$ cat config.mk
export PLATFORM = sky130hd
export DESIGN_NAME = pipe_ctrl
export DESIGN_NICKNAME = d
export VERILOG_FILES = /design/src/rtl/pipe_ctrl.sv
export SDC_FILE = /design/constraint.sdc
export NUM_CORES = 1
export LEC_CHECK = 0
export BUFFER_PORTS_ARGS = -buffer_cell sky130_fd_sc_hd__buf_2
export CORE_UTILIZATION = 25
export CTS_BUF_LIST = sky130_fd_sc_hd__clkbuf_16
export DETAILED_ROUTE_END_ITERATION = 10
export PLACE_DENSITY_LB_ADDON = 0.05
export SYNTH_ARGS = -nofsm -noshare
export SYNTH_HDL_FRONTEND = slang
export SYNTH_SLANG_ARGS = --single-unit
export TNS_END_PERCENT = 5
$ cat constraint.sdc
create_clock -name clk -period 2.6 [get_ports clk]
set_clock_uncertainty 0.2 [all_clocks]
set_input_delay 0 -clock clk [delete_from_list [all_inputs] [get_ports clk]]
set_output_delay 0 -clock clk [all_outputs]
set_load 0.05 [all_outputs]
$ cat src/rtl/pipe_ctrl.sv
// rtl/pipe_ctrl.sv - pipeline stage enable/clear and PC redirect sequencer
module pipe_ctrl #(
  parameter int          MULT_CYC   = 5,
  parameter int          DIV_CYC    = 10,
  parameter logic [31:0] EXC_VECTOR = 32'h0000_4180
) (
  input  logic        clk,
  input  logic        reset,
  input  logic        hz_stall_d,
  input  logic        md_start_e,
  input  logic        md_is_div_e,
  input  logic        md_use_d,
  input  logic        exc_req_m,
  input  logic        eret_m,
  input  logic [31:0] epc_in,
  output logic        pc_en,
  output logic [1:0]  pc_sel,
  output logic [31:0] pc_redirect,
  output logic        en_fd,
  output logic        en_de,
  output logic        en_em,
  output logic        en_mw,
  output logic        clr_fd,
  output logic        clr_de,
  output logic        clr_em,
  output logic        clr_mw,
  output logic        md_busy,
  output logic [1:0]  state
);

  typedef enum logic [1:0] {
    S_RUN = 2'd0,
    S_MD  = 2'd1
  } state_t;

  localparam logic [3:0] MULT_LD = 4'(MULT_CYC);
  localparam logic [3:0] DIV_LD  = 4'(DIV_CYC);

  state_t     cur_state;
  state_t     nxt_state;
  logic [3:0] cnt;
  logic [3:0] cnt_nxt;
  logic       stall;

  assign md_busy = (cur_state == S_MD);
  assign state   = cur_state;
  // The issue cycle is covered by md_start_e since md_busy rises only a cycle later.
  assign stall   = hz_stall_d | (md_use_d & (md_busy | md_start_e));

  // State and busy-counter registers; reset aborts any in-flight mult/div.
  always_ff @(posedge clk or negedge reset) begin
    if (!reset) begin
      cur_state <= S_RUN;
      cnt       <= 4'd0;
    end else begin
      cur_state <= nxt_state;
      cnt       <= cnt_nxt;
    end
  end

  // Mult/div sequencing: an issue flushed by an exception never starts, and a
  // running operation is never reloaded or cancelled by flushes.
  always_comb begin
    nxt_state = cur_state;
    cnt_nxt   = cnt;
    case (cur_state)
      S_RUN: begin
        if (md_start_e && !exc_req_m) begin
          nxt_state = S_MD;
          cnt_nxt   = md_is_div_e ? DIV_LD : MULT_LD;
        end
      end
      S_MD: begin
        if (cnt == 4'd1) begin
          nxt_state = S_RUN;
          cnt_nxt   = 4'd0;
        end else begin
          cnt_nxt = cnt - 4'd1;
        end
      end
      default: begin
        nxt_state = S_RUN;
        cnt_nxt   = 4'd0;
      end
    endcase
  end

  // Per-cycle stage controls: reset, then exception > eret > stall > normal.
  always_comb begin
    pc_en       = 1'b1;
    pc_sel      = 2'd0;
    pc_redirect = 32'd0;
    en_fd       = 1'b1;
    en_de       = 1'b1;
    en_em       = 1'b1;
    en_mw       = 1'b1;
    clr_fd      = 1'b0;
    clr_de      = 1'b0;
    clr_em      = 1'b0;
    clr_mw      = 1'b0;
    if (!reset) begin
      pc_en  = 1'b0;
      en_fd  = 1'b0;
      en_de  = 1'b0;
      en_em  = 1'b0;
      en_mw  = 1'b0;
      clr_fd = 1'b1;
      clr_de = 1'b1;
      clr_em = 1'b1;
      clr_mw = 1'b1;
    end else if (exc_req_m) begin
      pc_sel      = 2'd1;
      pc_redirect = EXC_VECTOR;
      clr_fd      = 1'b1;
      clr_de      = 1'b1;
      clr_em      = 1'b1;
      clr_mw      = 1'b1;
    end else if (eret_m) begin
      // The eret itself sits in M and must still retire into W.
      pc_sel      = 2'd2;
      pc_redirect = epc_in;
      clr_fd      = 1'b1;
      clr_de      = 1'b1;
      clr_em      = 1'b1;
    end else if (stall) begin
      pc_en  = 1'b0;
      en_fd  = 1'b0;
      clr_de = 1'b1;
    end
  end

endmodule

==> metrics.cfg <==
[synthesis]
async_reset_ff_frac=1.000
synth_cell_types=26
netlist_top_cells_count=sky130_fd_sc_hd__and2_1 (30), sky130_fd_sc_hd__a21oi_1 (7), sky130_fd_sc_hd__buf_4 (7)
yosys_most_used_dff=sky130_fd_sc_hd__dfrtp_1
post-synth-top-count-cell=sky130_fd_sc_hd__and2_1
synth.avg_cell_area_um2=7.521
synthesis.area_um2=669.4
synthSimpleGateAreaFrac=0.4748
synthCells=89
synthTopCellsByArea=sky130_fd_sc_hd__and2_1 (28%), sky130_fd_sc_hd__dfrtp_1 (19%), sky130_fd_sc_hd__buf_4 (7.9%)
synth-xor-area-share=0
synth_enable_flop_cells=0
yosys.area.top_type_share=0.2804
synthesis.nets=131
yosys_warnings=0
yosys-mux-area-fraction=0.02991
synth.largest_area_cell=sky130_fd_sc_hd__and2_1
synth_compound_gate_area_share=0.1234
yosysSeqAreaShare=0.1869
largest_family_of_logic_cells_by_synthesized_area=simple AND/OR/NAND/NOR gates
synth_seq_cells=5
synth_fa_ha_area_frac=0.03738

[routing]
remaining_drc_errors=0
postRouteAntennaNets=0
detail_route.wirelength_mm=2.065
routed_wire_length_per_instance_um=10.33
violation_count_after_the_first_detailed_route_iteration=13
detailedRoute.firstPassIterationCount=3
num_vias=855
vias_per_cell=4.275

[setup_path]
critical_path.endpoint_type=output pin
critical_path_peak_fanout=30
critPathTopFamily=buffers and inverters
crit_path_frequent_cell=sky130_fd_sc_hd__buf_2
critPathLaunchType=input pin
critical-path-max-stage-delay_ps=570
crit_slowest_cell=sky130_fd_sc_hd__nor2_2
critical_path_required_ps=2400
cp.arrival_ps=1920
path_cells=dlygate4sd3_1 -> buf_2 -> nand2b_4 -> nor2_2 -> and2_1 -> buf_2
worstPathBufferInverterCount=3
critical_path_class=in -> out
r2r_slack_ps=1260

[clocking]
cts_setup_buffers=0
clock_tree_from_tritoncts=done
clk_root_buffer_cell=sky130_fd_sc_hd__clkbuf_16
cts.clk_slew.worst_paths_ps=30
cts_resized=0
clock-sinks=5
max-clock-path-buffers=2
h-tree-depth=1
cts_hold_buf=5
source_to_sink_clock_delay_at_the_later_pin_of_the_worst_skew_pair_ps=230
cts-buffers-inserted=3

[worst_hold_path]
hold_class=in -> reg

[status]
status=completed

[timing]
tightestPinTransition_ps=740.1
hold-worst-slack_ps=8.778
tcrit_tclk_final=0.8142
final_period_minus_worst_setup_slack_ps=2117
totalNegativeSetupSlack_ps=0
timing.fmax_ghz=0.4724
hold_viol=0
report.final.setup_viol=0
maxSlewViolCount=0
maxSlewHeadroom=0.5061
unrepaired_setup_endpoints_after_global_routing=no

[floorplanning]
floorplan.die_area_um2=2889
fp.dieH_um=53.75
floorplan.die.width_um=53.75
initial_core_util=0.2678
floorplan.io_pins=86
core_area_um2=2500
num_rows=18

[layout]
final_core_utilization=0.4690
drive_above_1_share=0.5353
fin_nets=213
n_fill_cell=273
antenna_cells=0
area.growth.synth_to_final_pct=75.14

[pwr]
power.static_leakage_nw=0.7020
power_density_nw_per_um2=645.1
peak_supply_drop_mv=0.5097
totalPowerFinal_mw=0.7563

[global_route]
gr-total-overflow=0
first_pass_grt_wire_length_mm=2.891
grt_pass1_vias=692
initial_antenna_violation_count=0
groute.usage.overall=0.1404
grt_start_max_net_pins=31

[placed_design]
globalplace.congestion=0.6570
placement.io_buffers=84

[job]
max-cap-violations=0

stage by stage:
step	setup slack (ps)	cells	cell area, um^2
2_1_floorplan	568.3	89	669.4
3_3_place_gp	1029	191	1044
3_5_place_dp	946.5	191	1044
4_1_cts	466.8	200	1172
5_1_grt	310.4	200	1172
6_report	483.2	200	1172
final cells by class:
class	instances	area [um^2]	share of cell area
Clock inverter	1	3.754	0.003202
Clock buffer	3	75.07	0.06403
Tap cell	30	37.54	0.03202
Multi-Input combinational cell	69	449.2	0.3831
Inverter	3	11.26	0.009605
Timing Repair Buffer	89	470.5	0.4013
Sequential cell	5	125.1	0.1067
flip-flops by register name, summed over array words and instances (netlist names):
name	cells
cnt	4
state	1
worst reg2reg max path: cells and delay by family, from the launching register on:
family | cells | cell delay [ps]
multiplexers | 1 | 80
AND/OR/NAND/NOR | 1 | 130
adder cells (fa/ha/maj) | 1 | 200
flip-flops | 1 | 380
buffers and inverters | 1 | 80
AO/OA/AOI/OAI | 1 | 140
metal layers:
layer | vias up | track usage | share of wire
met5 | - | 0 | 0
met4 | 0 | 0.04825 | 0.0092
met3 | 2 | 0.04802 | 0.11
met2 | 53 | 0.2757 | 0.50
met1 | 363 | 0.1313 | 0.38
li1 | 437 | - | -
cell usage in the layout, fill, tap and decap left out:
cell type                       synthesis  routed
sky130_fd_sc_hd__a211oi_1               2       2
sky130_fd_sc_hd__a21oi_1                7       7
sky130_fd_sc_hd__and2_1                30      30
sky130_fd_sc_hd__and3b_1                1       1
sky130_fd_sc_hd__buf_2                  4      84
sky130_fd_sc_hd__clkbuf_16              0       3
sky130_fd_sc_hd__conb_1                 1       1
sky130_fd_sc_hd__dfrtp_1                5       5
sky130_fd_sc_hd__dlygate4sd3_1          0       5
sky130_fd_sc_hd__ha_1                   2       2
sky130_fd_sc_hd__inv_1                  2       3
sky130_fd_sc_hd__inv_2                  1       1
sky130_fd_sc_hd__mux2i_1                2       2
sky130_fd_sc_hd__nand2_1                1       1
sky130_fd_sc_hd__nand2b_1               2       2
sky130_fd_sc_hd__nand2b_4               2       2
sky130_fd_sc_hd__nand3b_1               1       1
sky130_fd_sc_hd__nor2_1                 4       4
sky130_fd_sc_hd__nor2_2                 1       1
sky130_fd_sc_hd__nor2b_1                6       6
sky130_fd_sc_hd__nor3_1                 1       1
sky130_fd_sc_hd__o21a_1                 1       1
sky130_fd_sc_hd__o21ai_0                2       2
sky130_fd_sc_hd__o22ai_1                1       1
sky130_fd_sc_hd__o31a_1                 1       1
sky130_fd_sc_hd__or3_1                  1       1
power breakdown:
part	total [mW]	switching, mW	internal, mW
combinational	0.339	0.211	0.128
clock	0.255	0.0553	0.200
sequential	0.163	0.0460	0.117
worst paths after layout:
check | from | endpoint | cells past startpoint
max reg2reg | cnt[0] | cnt[2] | 5
min reg2reg | cnt[1] | cnt[1] | 2
min | md_start_e | cnt[3] | 4
max | exc_req_m | pc_redirect[1] | 6
min in group asynchronous | reset | cnt[3] | 3
max in group asynchronous | reset | cnt[2] | 3
kinds of logic (layout without fill, tap and decap cells):
kind of cell / count (synthesis) / after routing
other: 1 / 1
DFF: 5 / 5
buffers and inverters: 15 / 96
adders and majority gates: 2 / 2
muxes: 2 / 2
and+or+nand+nor: 50 / 50
AOI/OAI and AO/OA: 14 / 14
Power figures use the tool's default switching activity.
